===== config.mk =====
export PLATFORM = sky130hd
export DESIGN_NAME = data_mem_lsu_flat
export DESIGN_NICKNAME = d
export VERILOG_FILES = /design/src/rtl/data_mem_lsu_pkg.sv /design/src/rtl/data_mem_lsu_if.sv /design/src/rtl/data_mem_lsu_load_align.sv /design/src/rtl/data_mem_lsu.sv /design/src/flat_wrapper.sv
export SDC_FILE = /design/constraint.sdc
export NUM_CORES = 1
export LEC_CHECK = 0
export BUFFER_PORTS_ARGS = -buffer_cell sky130_fd_sc_hd__clkbuf_2
export CORE_MARGIN = 3
export CORE_UTILIZATION = 55
export CTS_BUF_LIST = sky130_fd_sc_hd__clkbuf_8
export DETAILED_ROUTE_END_ITERATION = 8
export PLACE_DENSITY = 0.85
export SKIP_CTS_REPAIR_TIMING = 1
export SLEW_MARGIN = 20
export SYNTH_ARGS = -nofsm -noshare
export SYNTH_HDL_FRONTEND = slang
export SYNTH_HIERARCHICAL = 1
export SYNTH_SLANG_ARGS = --single-unit
export TNS_END_PERCENT = 30

===== constraint.sdc =====
create_clock -name clk -period 12.2 [get_ports clk]
set_input_delay 2.44 -clock clk [delete_from_list [all_inputs] [get_ports clk]]
set_output_delay 2.44 -clock clk [all_outputs]
set_load 0.05 [all_outputs]

===== src/rtl/data_mem_lsu_pkg.sv =====
// data_mem_lsu_pkg: data memory bounds plus the LSU size/state types and size helper.
package riscv_32i_config_pkg;
    localparam int DATA_MEM_DEPTH     = 1024;
    localparam int DATA_MEM_LAST_ADDR = 4095;
endpackage

package riscv_32i_lsu_pkg;
    typedef enum logic [1:0] {BYTE = 2'b00, HALF = 2'b01, WORD = 2'b10} mem_size_t;
    typedef enum logic [2:0] {IDLE, ACC_LO, ACC_HI, WAIT, RESP} lsu_state_t;
    function automatic logic [2:0] size_bytes(input logic [1:0] size);
        return size == 2'b00 ? 3'd1 : size == 2'b01 ? 3'd2 : 3'd4;
    endfunction
endpackage


===== src/rtl/data_mem_lsu_if.sv =====
// data_mem_lsu_if: core request/response and data memory port bundle; master is the core/memory side.
interface data_mem_lsu_if #(parameter int AW = $clog2(riscv_32i_config_pkg::DATA_MEM_DEPTH));
    logic          req_valid;
    logic          req_ready;
    logic          req_we;
    logic [1:0]    req_size;
    logic          req_unsigned;
    logic [31:0]   req_addr;
    logic [31:0]   req_wdata;
    logic          rsp_valid;
    logic [31:0]   rsp_rdata;
    logic          rsp_err;
    logic          mem_en;
    logic [AW-1:0] mem_addr;
    logic [3:0]    mem_we;
    logic [31:0]   mem_wdata;
    logic [31:0]   mem_rdata;
    modport master(
        output req_valid, req_we, req_size, req_unsigned, req_addr, req_wdata, mem_rdata,
        input  req_ready, rsp_valid, rsp_rdata, rsp_err, mem_en, mem_addr, mem_we, mem_wdata
    );
    modport slave(
        input  req_valid, req_we, req_size, req_unsigned, req_addr, req_wdata, mem_rdata,
        output req_ready, rsp_valid, rsp_rdata, rsp_err, mem_en, mem_addr, mem_we, mem_wdata
    );
endinterface


===== src/rtl/data_mem_lsu_load_align.sv =====
// lsu_load_align: extracts a byte/half/word from a two-word window and sign/zero extends it.
module lsu_load_align
    import riscv_32i_lsu_pkg::*;
(
    input  logic [63:0] i_data,
    input  logic [1:0]  i_off,
    input  mem_size_t   i_size,
    input  logic        i_unsigned,
    output logic [31:0] o_data
);
    logic [31:0] w_sh;
    logic        w_sign_b;
    logic        w_sign_h;
    assign w_sh     = 32'(i_data >> {i_off, 3'b000});
    assign w_sign_b = ~i_unsigned & w_sh[7];
    assign w_sign_h = ~i_unsigned & w_sh[15];
    assign o_data   = i_size == BYTE ? {{24{w_sign_b}}, w_sh[7:0]} :
                      i_size == HALF ? {{16{w_sign_h}}, w_sh[15:0]} : w_sh;
endmodule


===== src/rtl/data_mem_lsu.sv =====
// data_mem_lsu: byte/half/word load-store unit with bounds checking and word-boundary splitting.
module data_mem_lsu
    import riscv_32i_lsu_pkg::*;
#(
    parameter int DEPTH     = riscv_32i_config_pkg::DATA_MEM_DEPTH,
    parameter int LAST_ADDR = riscv_32i_config_pkg::DATA_MEM_LAST_ADDR
)(
    input logic          clk,
    input logic          rst,
    data_mem_lsu_if.slave bus
);
    localparam int AW = $clog2(DEPTH);
    lsu_state_t    r_state;
    logic [AW+1:0] r_addr;
    mem_size_t     r_size;
    logic          r_we;
    logic          r_uns;
    logic          r_split;
    logic          r_err;
    logic [31:0]   r_wdata;
    logic [31:0]   r_lo;
    logic [31:0]   r_rslt;
    logic [2:0]    w_req_n;
    logic [32:0]   w_end;
    logic          w_err;
    logic          w_split;
    logic [2:0]    w_n;
    logic [7:0]    w_mask8;
    logic [63:0]   w_wd64;
    logic [AW-1:0] w_idx;
    logic          w_lo;
    logic          w_hi;
    logic [31:0]   w_load;
    // End address is formed 33 bits wide so a request near 0xFFFFFFFF cannot wrap into range.
    assign w_req_n = size_bytes(bus.req_size);
    assign w_end   = {1'b0, bus.req_addr} + {30'b0, w_req_n} - 33'd1;
    assign w_err   = bus.req_size == 2'b11 || w_end > 33'(LAST_ADDR);
    assign w_split = {1'b0, bus.req_addr[1:0]} + w_req_n > 3'd4;
    assign w_n     = size_bytes(r_size);
    assign w_mask8 = ((8'd1 << w_n) - 8'd1) << r_addr[1:0];
    assign w_wd64  = {32'b0, r_wdata} << {r_addr[1:0], 3'b000};
    assign w_idx   = r_addr[AW+1:2];
    assign w_lo    = !rst && r_state == ACC_LO;
    assign w_hi    = !rst && r_state == ACC_HI;
    assign bus.req_ready = !rst && r_state == IDLE;
    assign bus.rsp_valid = !rst && r_state == RESP;
    assign bus.rsp_err   = bus.rsp_valid && r_err;
    assign bus.rsp_rdata = bus.rsp_valid ? r_rslt : 32'b0;
    assign bus.mem_en    = w_lo || w_hi;
    assign bus.mem_addr  = w_lo ? w_idx : w_hi ? w_idx + AW'(1) : '0;
    assign bus.mem_we    = !r_we ? 4'b0 : w_lo ? w_mask8[3:0] : w_hi ? w_mask8[7:4] : 4'b0;
    assign bus.mem_wdata = !r_we ? 32'b0 : w_lo ? w_wd64[31:0] : w_hi ? w_wd64[63:32] : 32'b0;
    lsu_load_align u_align (
        .i_data     (r_split ? {bus.mem_rdata, r_lo} : {32'b0, bus.mem_rdata}),
        .i_off      (r_addr[1:0]),
        .i_size     (r_size),
        .i_unsigned (r_uns),
        .o_data     (w_load)
    );
    always_ff @(posedge clk) begin
        if (rst) begin
            r_state <= IDLE;
            r_addr  <= '0;
            r_size  <= BYTE;
            r_we    <= 1'b0;
            r_uns   <= 1'b0;
            r_split <= 1'b0;
            r_err   <= 1'b0;
            r_wdata <= '0;
            r_lo    <= '0;
            r_rslt  <= '0;
        end else begin
            case (r_state)
                IDLE: if (bus.req_valid) begin
                    r_addr  <= bus.req_addr[AW+1:0];
                    r_size  <= w_err ? BYTE : mem_size_t'(bus.req_size);
                    r_we    <= bus.req_we;
                    r_uns   <= bus.req_unsigned;
                    r_split <= w_split;
                    r_err   <= w_err;
                    r_wdata <= bus.req_wdata;
                    r_rslt  <= '0;
                    r_state <= w_err ? RESP : ACC_LO;
                end
                ACC_LO: r_state <= r_split ? ACC_HI : r_we ? RESP : WAIT;
                ACC_HI: begin
                    r_lo    <= bus.mem_rdata;
                    r_state <= r_we ? RESP : WAIT;
                end
                WAIT: begin
                    r_rslt  <= w_load;
                    r_state <= RESP;
                end
                default: r_state <= IDLE;
            endcase
        end
    end
endmodule


===== src/flat_wrapper.sv =====
// flat-port wrapper written by rule: the top's interface ports become plain ports
module data_mem_lsu_flat import riscv_32i_lsu_pkg::*;
#(
    parameter int DEPTH     = riscv_32i_config_pkg::DATA_MEM_DEPTH,
    parameter int LAST_ADDR = riscv_32i_config_pkg::DATA_MEM_LAST_ADDR
)
  (clk, rst, bus_req_valid, bus_req_we, bus_req_size, bus_req_unsigned, bus_req_addr, bus_req_wdata, bus_mem_rdata, bus_req_ready, bus_rsp_valid, bus_rsp_rdata, bus_rsp_err, bus_mem_en, bus_mem_addr, bus_mem_we, bus_mem_wdata);
  data_mem_lsu_if #(.AW(10)) bus_i ();
  input logic clk;
  input logic rst;
  input wire logic [$bits(bus_i.req_valid)-1:0] bus_req_valid;
  input wire logic [$bits(bus_i.req_we)-1:0] bus_req_we;
  input wire logic [$bits(bus_i.req_size)-1:0] bus_req_size;
  input wire logic [$bits(bus_i.req_unsigned)-1:0] bus_req_unsigned;
  input wire logic [$bits(bus_i.req_addr)-1:0] bus_req_addr;
  input wire logic [$bits(bus_i.req_wdata)-1:0] bus_req_wdata;
  input wire logic [$bits(bus_i.mem_rdata)-1:0] bus_mem_rdata;
  output wire logic [$bits(bus_i.req_ready)-1:0] bus_req_ready;
  output wire logic [$bits(bus_i.rsp_valid)-1:0] bus_rsp_valid;
  output wire logic [$bits(bus_i.rsp_rdata)-1:0] bus_rsp_rdata;
  output wire logic [$bits(bus_i.rsp_err)-1:0] bus_rsp_err;
  output wire logic [$bits(bus_i.mem_en)-1:0] bus_mem_en;
  output wire logic [$bits(bus_i.mem_addr)-1:0] bus_mem_addr;
  output wire logic [$bits(bus_i.mem_we)-1:0] bus_mem_we;
  output wire logic [$bits(bus_i.mem_wdata)-1:0] bus_mem_wdata;
  assign bus_i.req_valid = bus_req_valid;
  assign bus_i.req_we = bus_req_we;
  assign bus_i.req_size = bus_req_size;
  assign bus_i.req_unsigned = bus_req_unsigned;
  assign bus_i.req_addr = bus_req_addr;
  assign bus_i.req_wdata = bus_req_wdata;
  assign bus_i.mem_rdata = bus_mem_rdata;
  assign bus_req_ready = bus_i.req_ready;
  assign bus_rsp_valid = bus_i.rsp_valid;
  assign bus_rsp_rdata = bus_i.rsp_rdata;
  assign bus_rsp_err = bus_i.rsp_err;
  assign bus_mem_en = bus_i.mem_en;
  assign bus_mem_addr = bus_i.mem_addr;
  assign bus_mem_we = bus_i.mem_we;
  assign bus_mem_wdata = bus_i.mem_wdata;
  data_mem_lsu #(.DEPTH(DEPTH), .LAST_ADDR(LAST_ADDR)) u_core (.clk(clk), .rst(rst), .bus(bus_i));
endmodule

==> key figures, run 1 <==
Timing
  – RSZ-0062 raised after global routing: no
  – Setup Skew: 0.00943 ns
  – Slew Limit Headroom: 22.2%
  – Max-slew violation count: 0
  – TNS Setup: 0 ns
  – Setup violations, final: 0
  – Final period utilization: 63.6%
  – Hold Violations, Final: 0
  – Slew @ Worst Pin: 1.17 ns
  – Max frequency: 0.129 GHz
  – Final min period: 7.75 ns

Logic synthesis
  – YS warnings: 6
  – Synth Net Count: 1353
  – Gate Count Post-Synth: 1211
  – Synth Area per Inst: 7.63 um2
  – Syn Std Cell Area: 9240 um2

Clock network
  – CTS tree: yes
  – Bufs on Longest Clock Path: 2
  – # clock sinks: 117
  – Htree depth: 4
  – Worst-path clk slew: 0.07 ns
  – Inserted Clock Buffers: 17
  – Clk Latency, worst-skew pair: 0.45 ns
  – Root buffer cell: clkbuf_8

Worst setup path
  – Critical Path Stages: 10
  – Critical path arrival: 5.31 ns
  – Crit path cell chain: buf_4 > buf_4 > or4b_2 > nand4_1 > nor2_1 > and3_1 > nand3_1 > xor2_1 > nor2_1 > clkbuf_2
  – Critical path fanouts, max: 79
  – Crit path buf inv count: 3
  – R2R depth: 6
  – Worst Path Required: 9.76 ns
  – Crit Path Class: input pin to output pin
  – Slowest stage delay, CP: 0.74 ns
  – Startpoint types: input pin
  – Cell family contributing the most delay on the critical path: buffers and inverters
  – Setup crit end kind: output pin
  – Worst path slowest cell: buf_4

GRT
  – Largest net degree at the start of global routing: 80
  – First-pass GRT wire length: 45000 um
  – Initial antenna violation count: 1
  – Vias in the first global route: 8815
  – Grt total ovfl: 0
  – Total track usage: 30.2%

Placed design
  – Buffers on Ports: 184
  – Gpl congestion: 0.983
  – Hpwl dp: 20900 um

Floorplanning
  – Initial Util: 57.1%
  – Die ar.: 18400 um2
  – # rows: 46
  – Io pins: 185
  – DIE WIDTH: 136 um
  – Y dimension of the die: 136 um
  – Core area: 16200 um2

Detailed routing
  – DRC viols: 0
  – DR vias/cell: 6.11
  – Routed wire length: 28200 um
  – Wirelength per Cell: 18.0 um
  – Routed Antenna Nets: 0
  – Pre-antenna DRT Iters: 5
  – DR iter-0 viols: 976
  – Total number of vias: 9577

Finish
  – Nets: 1480
  – Commonest non-fill, non-tap cell in the layout: nand2_1
  – Number of diodes: 0
  – Area of the multi-input gates: 6300 um2
  – Layout area overhead: 14.4%
  – Layout cells sized above 1: 24.3%
  – Fillers: 1420
  – Most frequent cells in the layout: nand2_1 (246), clkbuf_2 (183), a21oi_1 (119), dfxtp_1 (114), and2_1 (69)
  – Register Area: 2350 um2

Min path
  – Min-delay worst type: flip-flop to flip-flop
  – Worst hold path stage count: 2

Power and ir drop
  – Pwr/cell area: 96.8 nW/um2
  – Peak supply drop: 75.3 uV
  – Leakage power: 0.00428 uW
  – Tot Pwr: 1020 uW

Job
  – Max Cap Violations: 0

Run status
  – Run status: completed
## report_power, final
group          switching [uW]  internal, uW
logic                     141           104
registers                17.4           392
clock network             164           206
total                     323           701
## worst reg2reg max path: cells and delay by family (launching register included)
kind | cells | cell delay (ns)
compound gates | 2 | 0.42
buf+inv | 1 | 0.63
flops | 1 | 0.60
mux | 2 | 0.89
simple gates | 1 | 0.06
## final timing paths
| path | slack (ns) | to | start |
|---|---|---|---|
| min | 0.45 | u_core/r_lo[11]$_SDFFE_PP0N_ | u_core/r_lo[11]$_SDFFE_PP0N_ |
| max | 4.45 | bus_mem_addr[9] | rst |
| min reg2reg | 0.45 | u_core/r_lo[11]$_SDFFE_PP0N_ | u_core/r_lo[11]$_SDFFE_PP0N_ |
| max reg2reg | 9.49 | u_core/r_rslt[21]$_SDFFE_PP0P_ | u_core/r_addr[1]$_SDFFE_PP0P_ |
## area by class of cell
type                    instances  area share (%)
well taps                     216            2.56
clock buffers                  18            2.34
clock inverters                14            1.51
multi-input cells             943            59.6
repair buffers                196            9.58
inverters                      63            2.24
flip-flops and latches        117            22.2
## metrics by stage
step | hold WS (ns) | utilization (%) | cell area, um2 | setup slack (ns) | std cells
after floorplan | 0.433 | - | 9240 | 5.04 | 1211
after global placement | 0.438 | 62.9 | 10200 | 4.51 | 1535
after detailed placement | 0.443 | 62.9 | 10200 | 4.51 | 1535
after CTS | 0.455 | 65.4 | 10600 | 4.50 | 1567
after global routing | 0.476 | 65.4 | 10600 | 4.22 | 1567
final | 0.453 | 65.4 | 10600 | 4.45 | 1567
## flip-flops by register name (all words and copies together), names as in the netlist
register        cells
u_core/r_uns        1
u_core/r_we         1
u_core/r_wdata     32
u_core/r_split      1
u_core/r_state      3
u_core/r_addr      12
u_core/r_size       2
u_core/r_err        1
u_core/r_rslt      32
u_core/r_lo        32
## per-layer routing
metal | global-route usage, % | vias up | share of wire (%)
met5 | 0 | - | 0.046
met4 | 9.52 | 2 | 2.3
met3 | 8.06 | 65 | 11
met2 | 47.7 | 513 | 45
met1 | 40.4 | 4447 | 42
li1 | - | 4550 | -
Note: power is estimated with default switching activity, not from simulation.
==> run 2, diff against run 1 <==
CORE_UTILIZATION = 52   (was 55)
PLACE_DENSITY = 0.84   (was 0.85)
clock period = 7.1 ns   (was 12.2 ns; I/O delays follow)
==> key figures, run 2 (same netlist as run 1, synthesis figures left out) <==
Floorplanning
  – # rows: 48 (was 46)
  – Core area: 17400 um2 (was 16200 um2)
  – Initial Util: 53.2% (was 57.1%)
  – DIE WIDTH: 139 um (was 136 um)
  – Y dimension of the die: 139 um (was 136 um)
  – Io pins: 185 (unchanged)
  – Die ar.: 19400 um2 (was 18400 um2)

Clock network
  – Inserted Clock Buffers: 17 (unchanged)
  – Clk Latency, worst-skew pair: 0.44 ns (was 0.45 ns)
  – Bufs on Longest Clock Path: 2 (unchanged)
  – CTS tree: yes (unchanged)
  – Htree depth: 4 (unchanged)
  – Root buffer cell: clkbuf_8 (unchanged)
  – Worst-path clk slew: 0.08 ns (was 0.07 ns)
  – # clock sinks: 117 (unchanged)

Detailed routing
  – DR vias/cell: 6.13 (was 6.11)
  – Wirelength per Cell: 18.1 um (was 18.0 um)
  – Routed wire length: 28400 um (was 28200 um)
  – DR iter-0 viols: 945 (was 976)
  – Total number of vias: 9637 (was 9577)
  – Routed Antenna Nets: 0 (unchanged)
  – DRC viols: 0 (unchanged)
  – Pre-antenna DRT Iters: 5 (unchanged)

Power and ir drop
  – Sequential fraction of design power: 38.5% (was 39.9%)
  – Clock network power share: 38.4% (was 36.1%)
  – Leakage power: 0.00430 uW (was 0.00428 uW)
  – Cell internal pwr: 1280 uW (was 701 uW)
  – Net Sw Frac: 29.9% (was 31.5%)
  – Pwr/cell area: 172 nW/um2 (was 96.8 nW/um2)
  – Psw: 548 uW (was 323 uW)
  – Gate power share: 23.1% (was 24.0%)
  – Peak supply drop: 98.7 uV (was 75.3 uV)

Worst setup path
  – Crit path from: rst (unchanged)
  – Slowest stage delay, CP: 0.67 ns (was 0.74 ns)
  – Critical path arrival: 3.73 ns (was 5.31 ns)
  – Crit path cell chain: buf_4 > nor4b_2 > buf_4 > nand3_1 > nor2_1 > nand2_1 > o21ai_0 > clkbuf_2 (was buf_4 > buf_4 > or4b_2 > nand4_1 > nor2_1 > and3_1 > nand3_1 > xor2_1 > nor2_1 > clkbuf_2)
  – Crit path buf inv count: 3 (unchanged)
  – Cell family contributing the most delay on the critical path: simple AND/OR/NAND/NOR gates (was buffers and inverters)
  – CP most frequent cell: buf_4
  – Critical path fanouts, max: 32 (was 79)
  – Critical R2R Launch: u_core/r_split$_SDFFE_PP0P_ (was u_core/r_addr[1]$_SDFFE_PP0P_)
  – Worst R2R Setup Slack: 3.93 ns (was 9.49 ns)
  – Worst Path Required: 5.68 ns (was 9.76 ns)
  – Worst path slowest cell: nor2_1 (was buf_4)
  – Setup crit end kind: output pin (unchanged)
  – Crit Path Class: input pin to output pin (unchanged)
  – Startpoint types: input pin (unchanged)

Finish
  – Layout area overhead: 15.1% (was 14.4%)
  – Layout cells sized above 1: 24.0% (was 24.3%)
  – Largest registers: u_core/r_lo (32), u_core/r_rslt (32), u_core/r_wdata (32) (unchanged)
  – Most frequent cells in the layout: nand2_1 (245), clkbuf_2 (183), a21oi_1 (119), dfxtp_1 (114), and2_1 (69) (was nand2_1 (246), clkbuf_2 (183), a21oi_1 (119), dfxtp_1 (114), and2_1 (69))
  – Commonest non-fill, non-tap cell in the layout: nand2_1 (unchanged)
  – Area of the multi-input gates: 6300 um2 (about the same)
  – Nets: 1478 (was 1480)
  – Fillers: 1561 (was 1420)
  – Register Area: 2350 um2 (unchanged)
  – Final instance area: 10600 um2 (about the same)
  – Number of diodes: 0 (unchanged)

GRT
  – Largest net degree at the start of global routing: 94 (was 80)
  – Initial antenna violation count: 2 (was 1)
  – Vias in the first global route: 8877 (was 8815)
  – Total track usage: 28.1% (was 30.2%)
  – First-pass GRT wire length: 45200 um (was 45000 um)
  – Grt total ovfl: 0 (unchanged)

Placed design
  – Hpwl dp: 20800 um (was 20900 um)
  – Post-DP Area: 10200 um2 (about the same)
  – Gpl congestion: 0.984 (was 0.983)
  – Buffers on Ports: 184 (unchanged)

Min path
  – Min-delay worst type: flip-flop to flip-flop (unchanged)
  – Hold path startpoint: u_core/r_lo[31]$_SDFFE_PP0N_ (was u_core/r_lo[11]$_SDFFE_PP0N_)

Timing
  – Slew @ Worst Pin: 1.13 ns (was 1.17 ns)
  – Setup violations, final: 0 (unchanged)
  – RSZ-0062 raised after global routing: no (unchanged)
  – Max-slew violation count: 0 (unchanged)
  – Final min period: 5.15 ns
  – Hold Violations, Final: 0 (unchanged)
  – TNS Setup: 0 ns (unchanged)
  – Max frequency: 0.194 GHz
  – Setup Skew: 0.0147 ns (was 0.00943 ns)
  – Slew Limit Headroom: 24.4% (was 22.2%)
  – Final period utilization: 72.6%

Job
  – Max Cap Violations: 0 (unchanged)

Run status
  – Run status: completed (unchanged)
[run 2: cell types whose count changed in the layout (fill, tap and decap cells not counted), sizes merged]
cell,change
clkbuf,+1
bufinv,+2
inv,+1
buf,-2
clkinv,-5
[run 2: worst paths after layout]
path | to | cells past startpoint
setup / recovery | bus_mem_wdata[3] | 8
hold / removal | u_core/r_lo[31]$_SDFFE_PP0N_ | 2
setup reg to reg | u_core/r_rslt[31]$_SDFFE_PP0P_ | 6
hold reg to reg | u_core/r_lo[31]$_SDFFE_PP0N_ | 2
[run 2: final cells by class]
cell class,count,share of cell area (%)
Inverter,63,2.22
Sequential cell,117,22.1
Timing Repair Buffer,194,9.58
Clock inverter,12,1.75
Multi-Input combinational cell,943,59.3
Clock buffer,19,2.46
Tap cell,225,2.65
[run 2: through the flow]
step	utilization, %	setup WS [ns]	hold WS [ns]	std cells	power (uW)
4_1_cts	61.1	1.74	0.457	1572	1830
3_5_place_dp	58.5	2.02	0.447	1541	1130
3_3_place_gp	58.5	2.11	0.438	1541	1120
5_1_grt	61.3	1.84	0.473	1573	1910
2_1_floorplan	-	1.98	0.433	1211	1010
6_report	61.3	1.95	0.455	1573	1830
[run 2: worst min-delay path: cells and delay by family, from the launching register on]
kind	cells	cell delay, ns
flops	1	0.31
simple gates	1	0.05
compound gates	1	0.05
[run 2: power by group through the flow]
stage / clock network [uW] / logic (uW) / registers (uW)
6_report: 704 / 423 / 705
5_1_grt: 742 / 462 / 706
4_1_cts: 712 / 406 / 710
3_5_place_dp: 0 / 403 / 725
3_3_place_gp: 0 / 398 / 724
2_1_floorplan: 0 / 315 / 699
[run 2: routing by layer]
metal,vias to the layer above,track usage [%],share of wire [%]
met5,-,0,0.10
met4,4,10.8,3.7
met3,90,8.76,11
met2,565,43.7,45
met1,4453,36.6,40
li1,4525,-,-
==> run 3, diff against run 2 <==
ABC_AREA = 1   (was not set)
CORE_UTILIZATION = 55   (was 52)
clock period = 5.4 ns   (was 7.1 ns; I/O delays follow)
==> key figures, run 3 <==
Detailed routing
  – DR iter-0 viols: 1276 (was 945)
  – Routed wire length: 30000 um (was 28400 um)
  – Total number of vias: 11575 (was 9637)
  – Pre-antenna DRT Iters: 6 (was 5)
  – Wirelength per Cell: 14.3 um (was 18.1 um)
  – DRC viols: 0 (unchanged)
  – DR vias/cell: 5.52 (was 6.13)
  – Routed Antenna Nets: 0 (unchanged)

Logic synthesis
  – Gate Count Post-Synth: 1741 (was 1211)
  – Synth Net Count: 1883 (was 1353)
  – Syn Std Cell Area: 10000 um2 (was 9240 um2)
  – Synth Area per Inst: 5.74 um2 (was 7.63 um2)
  – YS warnings: 6 (unchanged)

Clock network
  – Bufs on Longest Clock Path: 2 (unchanged)
  – # clock sinks: 117 (unchanged)
  – Clk Latency, worst-skew pair: 0.44 ns (about the same)
  – Root buffer cell: clkbuf_8 (unchanged)
  – Inserted Clock Buffers: 17 (unchanged)
  – CTS tree: yes (unchanged)
  – Worst-path clk slew: 0.07 ns (was 0.08 ns)
  – Htree depth: 4 (unchanged)

Worst setup path
  – Worst Path Required: 4.32 ns (was 5.68 ns)
  – Startpoint types: flip-flop (was input pin)
  – Critical path fanouts, max: 35 (was 32)
  – Crit Path Class: flip-flop to output pin (was input pin to output pin)
  – Reg-to-Reg End: u_core/r_rslt[27]$_SDFFE_PP0P_ (was u_core/r_rslt[31]$_SDFFE_PP0P_)
  – Worst R2R Setup Slack: 2.28 ns (was 3.93 ns)
  – Critical path arrival: 3.34 ns (was 3.73 ns)
  – Setup crit end kind: output pin (unchanged)
  – Critical R2R Launch: u_core/r_addr[0]$_SDFFE_PP0P_ (was u_core/r_split$_SDFFE_PP0P_)
  – R2R depth: 8 (was 6)

Finish
  – Layout cells sized above 1: 15.5% (was 24.0%)
  – Most frequent cells in the layout: nand2_1 (546), inv_1 (241), nand3_1 (194), clkbuf_2 (183), nor2_1 (150) (was nand2_1 (245), clkbuf_2 (183), a21oi_1 (119), dfxtp_1 (114), and2_1 (69))
  – Nets: 2001 (was 1478)
  – Commonest non-fill, non-tap cell in the layout: nand2_1 (unchanged)
  – Layout area overhead: 12.6% (was 15.1%)
  – Fillers: 1735 (was 1561)
  – Number of diodes: 0 (unchanged)
  – Largest registers: u_core/r_lo (32), u_core/r_rslt (32), u_core/r_wdata (32) (unchanged)
  – Post-Layout Cell Count: 2097 (was 1573)

Timing
  – Setup violations, final: 0 (unchanged)
  – Final min period: 4.42 ns
  – Hold Violations, Final: 0 (unchanged)
  – Final period utilization: 81.8%
  – TNS Setup: 0 ns (unchanged)
  – RSZ-0062 raised after global routing: no (unchanged)
  – Slew @ Worst Pin: 1.07 ns (was 1.13 ns)
  – Slew Limit Headroom: 28.9% (was 24.4%)
  – Setup Skew: 0.00884 ns (was 0.0147 ns)
  – Max-slew violation count: 0 (unchanged)
  – Max frequency: 0.226 GHz

Floorplanning
  – Y dimension of the die: 141 um (was 139 um)
  – Die ar.: 19800 um2 (was 19400 um2)
  – Core area: 17500 um2 (was 17400 um2)
  – DIE WIDTH: 141 um (was 139 um)
  – # rows: 48 (unchanged)
  – Io pins: 185 (unchanged)
  – Initial Util: 57.0% (was 53.2%)

Job
  – Max Cap Violations: 0 (unchanged)

Placed design
  – Gpl congestion: 0.964 (was 0.984)
  – Placed cell count: 2065 (was 1541)
  – Hpwl dp: 22500 um (was 20800 um)
  – Buffers on Ports: 184 (unchanged)

Min path
  – Worst hold path stage count: 2 (unchanged)
  – Hold path startpoint: u_core/r_lo[19]$_SDFFE_PP0N_ (was u_core/r_lo[31]$_SDFFE_PP0N_)
  – Min-delay worst type: flip-flop to flip-flop (unchanged)
  – Hold endpoint: u_core/r_lo[19]$_SDFFE_PP0N_ (was u_core/r_lo[31]$_SDFFE_PP0N_)

GRT
  – Grt total ovfl: 0 (unchanged)
  – GR peak layer: met2 (unchanged)
  – Largest net degree at the start of global routing: 83 (was 94)
  – Initial antenna violation count: 0 (was 2)
  – First-pass GRT wire length: 48600 um (was 45200 um)
  – GRT met1 Usage: 39.1% (was 36.6%)
  – Vias in the first global route: 10258 (was 8877)
  – Met3 Usage GRT: 4.75% (was 8.76%)
  – Total track usage: 29.4% (was 28.1%)
  – Met2 Use GR: 47.7% (was 43.7%)

Power and ir drop
  – Leakage power: 0.00549 uW (was 0.00430 uW)
  – Peak supply drop: 194 uV (was 98.7 uV)
  – Pwr/cell area: 217 nW/um2 (was 172 nW/um2)

Run status
  – Run status: completed (unchanged)
run 3: through the flow:
step / area, um2 / hold WS, ns / setup slack (ns) / total power (uW) / utilization [%]
floorplan: 10000 / 0.441 / 0.669 / 1410 / -
global placement: 10800 / 0.448 / 1.16 / 1550 / 61.7
detailed placement: 10800 / 0.452 / 1.10 / 1560 / 61.7
CTS: 11300 / 0.463 / 0.988 / 2440 / 64.2
global route: 11300 / 0.479 / 0.768 / 2580 / 64.2
finish: 11300 / 0.464 / 0.983 / 2440 / 64.2
run 3: worst max-delay path by stage:
stage,startpoint,end,cells after the start
after CTS,u_core/r_state[1]$_SDFFE_PP0P_,bus_mem_wdata[22],13
after floorplan,rst,bus_rsp_rdata[10],5
after global routing,u_core/r_state[1]$_SDFFE_PP0P_,bus_mem_wdata[23],13
after detailed placement,rst,bus_mem_addr[9],12
final,u_core/r_state[1]$_SDFFE_PP0P_,bus_mem_wdata[22],13
after global placement,rst,bus_mem_addr[9],12
run 3: cell type report:
type                            count  area (um2)  area share (%)
Timing Repair Buffer              194         998            8.87
Inverter                          251         942            8.37
Multi-Input combinational cell   1278        6250            55.6
Tap cell                          225         282            2.50
Clock buffer                       18         248            2.20
Clock inverter                     14         186            1.66
Sequential cell                   117        2350            20.8
run 3: routing by layer:
metal | wire (um) | vias to the layer above
li1 | - | 5827
met1 | 13200 | 5196
met2 | 13600 | 475
met3 | 2180 | 77
met4 | 1010 | 0
met5 | 0 | -
run 3: report_power, final:
| part | leakage, uW | internal, uW | switching, uW |
|---|---|---|---|
| Combinational | 0.00432 | 205 | 431 |
| Clock | 0.000217 | 511 | 378 |
| Sequential | 0.000954 | 891 | 27.0 |
| Total | 0.00549 | 1610 | 836 |
run 3: worst max-delay path, stage by stage, from the launching register on:
cell	delay, ns
dfxtp_1	0.31
buf_4	0.30
inv_2	0.10
nor3_4	0.11
buf_4	0.35
inv_2	0.35
nor2_4	0.26
inv_2	0.07
nor3_2	0.24
inv_2	0.17
o21ai_0	0.20
nand2_1	0.09
inv_1	0.06
clkbuf_2	0.27
